==> src/rtl/reg_file_wb_if.sv <==
// ---------------------------------------------------------------------------
// reg_file_wb_if
// Purpose : bundles the write-back and read-port signals of the register
//           file so the data-select stage / decode stage (master) and the
//           register file (slave) connect through a single port.
// Signals :
//   wr_en      - write-back enable
//   wr_addr    - destination register index
//   wr_data    - write-back value
//   rd_en      - read request covering both read ports
//   rd_addr_a  - read port A index
//   rd_addr_b  - read port B index
//   rd_data_a  - registered read result A
//   rd_data_b  - registered read result B
//   rd_valid   - one-cycle pulse per accepted read
// ---------------------------------------------------------------------------
interface reg_file_wb_if #(
  parameter int DATA_W = 32,
  parameter int ADDR_W = 5
);
  logic              wr_en;
  logic [ADDR_W-1:0] wr_addr;
  logic [DATA_W-1:0] wr_data;
  logic              rd_en;
  logic [ADDR_W-1:0] rd_addr_a;
  logic [ADDR_W-1:0] rd_addr_b;
  logic [DATA_W-1:0] rd_data_a;
  logic [DATA_W-1:0] rd_data_b;
  logic              rd_valid;

  modport master (
    output wr_en, wr_addr, wr_data, rd_en, rd_addr_a, rd_addr_b,
    input  rd_data_a, rd_data_b, rd_valid
  );

  modport slave (
    input  wr_en, wr_addr, wr_data, rd_en, rd_addr_a, rd_addr_b,
    output rd_data_a, rd_data_b, rd_valid
  );
endinterface

==> src/rtl/reg_file_wb.sv <==
// ---------------------------------------------------------------------------
// reg_file_wb
// Purpose : 2**ADDR_W x DATA_W register file with one write-back port and
//           two registered read ports. Register 0 is hard-wired to zero.
//           Reads have one cycle of latency and forward a same-edge write.
// Ports   :
//   clk    - single clock, all state changes on the rising edge
//   rst_n  - synchronous active-low reset; clears every register, both read
//            results and rd_valid, and overrides any write/read at that edge
//   bus    - reg_file_wb_if slave modport (write-back + dual read port)
// ---------------------------------------------------------------------------
module reg_file_wb #(
  parameter int DATA_W = 32,
  parameter int ADDR_W = 5
) (
  input  logic          clk,
  input  logic          rst_n,
  reg_file_wb_if.slave  bus
);

  localparam int DEPTH = 1 << ADDR_W;

  logic [DATA_W-1:0] r_regs [DEPTH];
  logic [DATA_W-1:0] r_rd_data_a;
  logic [DATA_W-1:0] r_rd_data_b;
  logic              r_rd_valid;

  logic              w_wr_live;
  logic [DATA_W-1:0] w_read_a;
  logic [DATA_W-1:0] w_read_b;

  // A write to index 0 is dropped entirely, so it must never be forwarded.
  assign w_wr_live = bus.wr_en && (bus.wr_addr != '0);

  // Read value for each port: zero for index 0, the incoming write data when
  // the same edge writes that index, otherwise the stored contents.
  always_comb begin
    w_read_a = r_regs[bus.rd_addr_a];
    if (bus.rd_addr_a == '0) begin
      w_read_a = '0;
    end else if (w_wr_live && (bus.wr_addr == bus.rd_addr_a)) begin
      w_read_a = bus.wr_data;
    end
  end

  always_comb begin
    w_read_b = r_regs[bus.rd_addr_b];
    if (bus.rd_addr_b == '0) begin
      w_read_b = '0;
    end else if (w_wr_live && (bus.wr_addr == bus.rd_addr_b)) begin
      w_read_b = bus.wr_data;
    end
  end

  // Storage plus read registers. Reset wins over a simultaneous write or
  // read, so a pending read result is discarded and the write is lost.
  always_ff @(posedge clk) begin
    if (!rst_n) begin
      for (int i = 0; i < DEPTH; i++) begin
        r_regs[i] <= '0;
      end
      r_rd_data_a <= '0;
      r_rd_data_b <= '0;
      r_rd_valid  <= 1'b0;
    end else begin
      if (w_wr_live) begin
        r_regs[bus.wr_addr] <= bus.wr_data;
      end
      r_rd_valid <= bus.rd_en;
      if (bus.rd_en) begin
        r_rd_data_a <= w_read_a;
        r_rd_data_b <= w_read_b;
      end
    end
  end

  // Outputs come straight from flops: no input-to-output combinational path.
  assign bus.rd_data_a = r_rd_data_a;
  assign bus.rd_data_b = r_rd_data_b;
  assign bus.rd_valid  = r_rd_valid;

endmodule

==> src/flat_wrapper.sv <==
// flat-port wrapper written by rule: the top's interface ports become plain ports
module reg_file_wb_flat 
#(
  parameter int DATA_W = 32,
  parameter int ADDR_W = 5
)
  (clk, rst_n, bus_wr_en, bus_wr_addr, bus_wr_data, bus_rd_en, bus_rd_addr_a, bus_rd_addr_b, bus_rd_data_a, bus_rd_data_b, bus_rd_valid);
  reg_file_wb_if #(.DATA_W(DATA_W), .ADDR_W(ADDR_W)) bus_i ();
  input  logic clk;
  input  logic rst_n;
  input wire logic [$bits(bus_i.wr_en)-1:0] bus_wr_en;
  input wire logic [$bits(bus_i.wr_addr)-1:0] bus_wr_addr;
  input wire logic [$bits(bus_i.wr_data)-1:0] bus_wr_data;
  input wire logic [$bits(bus_i.rd_en)-1:0] bus_rd_en;
  input wire logic [$bits(bus_i.rd_addr_a)-1:0] bus_rd_addr_a;
  input wire logic [$bits(bus_i.rd_addr_b)-1:0] bus_rd_addr_b;
  output wire logic [$bits(bus_i.rd_data_a)-1:0] bus_rd_data_a;
  output wire logic [$bits(bus_i.rd_data_b)-1:0] bus_rd_data_b;
  output wire logic [$bits(bus_i.rd_valid)-1:0] bus_rd_valid;
  assign bus_i.wr_en = bus_wr_en;
  assign bus_i.wr_addr = bus_wr_addr;
  assign bus_i.wr_data = bus_wr_data;
  assign bus_i.rd_en = bus_rd_en;
  assign bus_i.rd_addr_a = bus_rd_addr_a;
  assign bus_i.rd_addr_b = bus_rd_addr_b;
  assign bus_rd_data_a = bus_i.rd_data_a;
  assign bus_rd_data_b = bus_i.rd_data_b;
  assign bus_rd_valid = bus_i.rd_valid;
  reg_file_wb #(.DATA_W(DATA_W), .ADDR_W(ADDR_W)) u_core (.clk(clk), .rst_n(rst_n), .bus(bus_i));
endmodule
==> config.mk <==
export PLATFORM = sky130hd
export DESIGN_NAME = reg_file_wb_flat
export DESIGN_NICKNAME = d
export VERILOG_FILES = /design/src/rtl/reg_file_wb_if.sv /design/src/rtl/reg_file_wb.sv /design/src/flat_wrapper.sv
export SDC_FILE = /design/constraint.sdc
export NUM_CORES = 2
export LEC_CHECK = 0
export ABC_CLOCK_PERIOD_IN_PS = 6100
export BUFFER_PORTS_ARGS = -buffer_cell sky130_fd_sc_hd__buf_4
export CAP_MARGIN = 20
export CORE_ASPECT_RATIO = 0.7
export CORE_MARGIN = 3
export CORE_UTILIZATION = 25
export DETAILED_ROUTE_END_ITERATION = 12
export SETUP_SLACK_MARGIN = 0.15
export SLEW_MARGIN = 20
export SYNTH_ARGS = -nofsm -noshare
export SYNTH_HDL_FRONTEND = slang
export SYNTH_SLANG_ARGS = --single-unit
==> constraint.sdc <==
create_clock -name clk -period 6.1 [get_ports clk]
set_input_delay 1.525 -clock clk [delete_from_list [all_inputs] [get_ports clk]]
set_output_delay 1.525 -clock clk [all_outputs]
set_load 0.02 [all_outputs]
==> out/metrics.csv <==
metric,value,unit
status,completed,
"Cell Area, Synth",57000,µm²
Placed Instance Area,61800,µm²
type of origin of the critical path,primary input,
grt ovf,0,
critical path required time,6.69,ns
# DRC,0,
clock sink count,1089,
dpl hpwl,138,mm
DRT antenna net count,0,
Total Nets Final,3785,
Worst setup EP type,flip-flop,
logic gate share of total power,12.3,%
FMAX,247,MHz
sequential fraction of design power,50.4,%
DR vias/cell,5.51,
die area,234000,µm²
Core Region,225000,µm²
final critical-path required period,4.04,ns
"most common cell after layout, fill and taps aside",edfxtp_1,
clk buf depth,3,
chip height,405,µm
Clock transition at path regs,0.06,ns
Die X,577,µm
Final Setup Violations,0,
Fin Hold WS,0.498,ns
worst-skew pair later-pin latency,0.77,ns
leakage power,21.7,nW
Synth cell types,52,
switching part of the total power,26.3,%
"Seq/Total Area, Yosys",56.3,%
max-slew violation count,0,
pin count of the biggest net entering global routing,88,
HP Class,flip-flop to flip-flop,
RSZ-0062 raised after global routing,no,
# IOs,116,
Resized cells post-CTS,0,
Setup CP Type,primary input to flip-flop,
Async SR Flop Fraction,0,%
area grow syn2layout,14.5,%
Least-Margin Pin Slew,1.20,ns
ys flop type,edfxtp_1,
placer's final routability congestion estimate,0.863,
Root Buffer Master,clkbuf_16,
"EDFF count, synth",1024,
Initial Util,25.3,%
VDD IR max,238,µV
# Post-CTS Setup Buffers,0,
vias in the first global route,35813,
first-pass GRT wire length,303,mm
layout cell share with drive strength beyond 1,26.4,%
"flops & latches, synth",1089,
Crit Path Max Fanout,18,
Routed WL,222,mm
Psw,0.00464,W
Clk pwr share,37.3,%
row count,145,
CTS H-tree lvls,3,
hold-fix buffers at CTS,0,
drt first pass iters,5,
Num CTS Buffers,102,
final hold vios,0,
Tot Pwr,0.0177,W
Pint,0.0130,W
Slew Limit Headroom,19.7,%
power density over the cells,271,nW/µm²
clk_skew,0.0433,ns
Syn Inst Count,3758,
final instance area,65200,µm²
fin crit share,66.3,%
TritonCTS clock tree,done,
synth warn,0,
Worst Path Arrival,4.64,ns
"commonest cells after routing, fill and taps aside","edfxtp_1, and2_1, mux4_2",
port buffer count,115,
GRT Total Usage,18.5,%
routed wire length per instance,32.4,µm
# Max-Cap Violations,0,
initial antenna violation count,34,
DRT iter0 DRCs,6367,
vias after detailed routing,37778,
setup_tns,0,ns
fillers,22118,
post-synthesis area per instance,15.2,µm²
-- final timing paths --
path	startpoint	end	slack [ns]	cells after the start
worst max-delay path	rst_n	u_core.r_regs[27][6]$_SDFFCE_PN0P_	2.06	6
worst min-delay path	u_core.bus.rd_data_b[9]$_SDFFE_PN0P_	u_core.bus.rd_data_b[9]$_SDFFE_PN0P_	0.50	1
worst max register to register	u_core.r_regs[31][6]$_SDFFCE_PN0P_	u_core.bus.rd_data_b[6]$_SDFFE_PN0P_	3.92	5
worst min register to register	u_core.bus.rd_data_b[9]$_SDFFE_PN0P_	u_core.bus.rd_data_b[9]$_SDFFE_PN0P_	0.50	1
-- critical path: stages --
cell	delay, ns
buf_4	0.43
and2_1	0.32
nand3_2	0.71
nor2_4	1.01
buf_4	0.40
and2_1	0.17
-- cell usage after synthesis, types with 8 or more instances --
| cell | instances | share of area [%] |
|---|---|---|
| clkbuf_1 | 264 | 1.7 |
| a21oi_1 | 17 | 0.15 |
| edfxtp_1 | 1024 | 54 |
| nand3b_1 | 41 | 0.54 |
| mux2_2 | 20 | 0.40 |
| a211oi_1 | 20 | 0.26 |
| o221ai_1 | 13 | 0.20 |
| o221a_2 | 9 | 0.18 |
| buf_6 | 33 | 0.65 |
| o22ai_1 | 47 | 0.52 |
| buf_1 | 12 | 0.079 |
| o21ai_0 | 64 | 0.56 |
| buf_4 | 31 | 0.41 |
| nor3_1 | 8 | 0.070 |
| buf_2 | 69 | 0.61 |
| xnor2_1 | 10 | 0.15 |
| o2111ai_1 | 9 | 0.14 |
| nand2_1 | 38 | 0.25 |
| a22o_1 | 13 | 0.20 |
| a221oi_1 | 10 | 0.15 |
| mux4_2 | 485 | 19 |
| a221o_1 | 20 | 0.35 |
| nand3_1 | 88 | 0.77 |
| mux2i_1 | 157 | 2.8 |
| a22oi_1 | 107 | 1.4 |
| nor2_1 | 37 | 0.24 |
| and2_1 | 997 | 11 |
| dfxtp_1 | 65 | 2.3 |
-- power groups by stage --
stage | sequential, W | clock, W | combinational (W)
after floorplan | 0.00895 | 0 | 0.00129
after global placement | 0.00903 | 0 | 0.00213
after detailed placement | 0.00904 | 0 | 0.00214
after CTS | 0.00888 | 0.00661 | 0.00214
after global routing | 0.00893 | 0.00692 | 0.00224
final | 0.00890 | 0.00658 | 0.00217
-- state kept, by name (all words and copies together), names as in the netlist --
name / count
u_core.r_regs: 1024
u_core.bus.rd_data_a: 32
u_core.bus.rd_data_b: 32
u_core.bus.rd_valid: 1
-- final cells by class --
class	instances	area [µm²]	share of cell area (%)
flip-flops and latches	1089	32100	49.2
multi-input cells	2289	23700	36.3
well taps	3013	3770	5.78
clock buffers	139	2840	4.35
repair buffers	250	2310	3.54
clock inverters	53	497	0.762
diodes	17	42.5	0.0653
inverters	2	7.51	0.0115
-- per-layer routing --
metal,share of wire (%),global-route usage (%),vias to the layer above
met1,41,26.6,19809
met4,2.8,4.82,10
met2,42,26.4,3094
met3,14,6.46,350
met5,0.027,0,-
li1,-,-,14515
-- kinds of logic (layout without fill, tap and decap cells) --
group	count (synthesis)	count (layout)	synth area share, %
other cells	1	49	0.00658
flops	1089	1089	56.3
xor+xnor	10	10	0.154
simple gates	1245	1245	13.4
mux	662	662	22.3
buf+inv	411	444	3.50
compound gates	340	340	4.34
-- through the flow --
stage	utilization (%)	std cells	setup slack, ns
6_report	29.0	6852	2.06
5_1_grt	29.0	6837	2.01
4_1_cts	29.0	6835	2.20
3_5_place_dp	27.5	6643	1.44
3_3_place_gp	27.5	6643	1.54
2_1_floorplan	-	3789	0.514
Power figures use the tool's default switching activity.
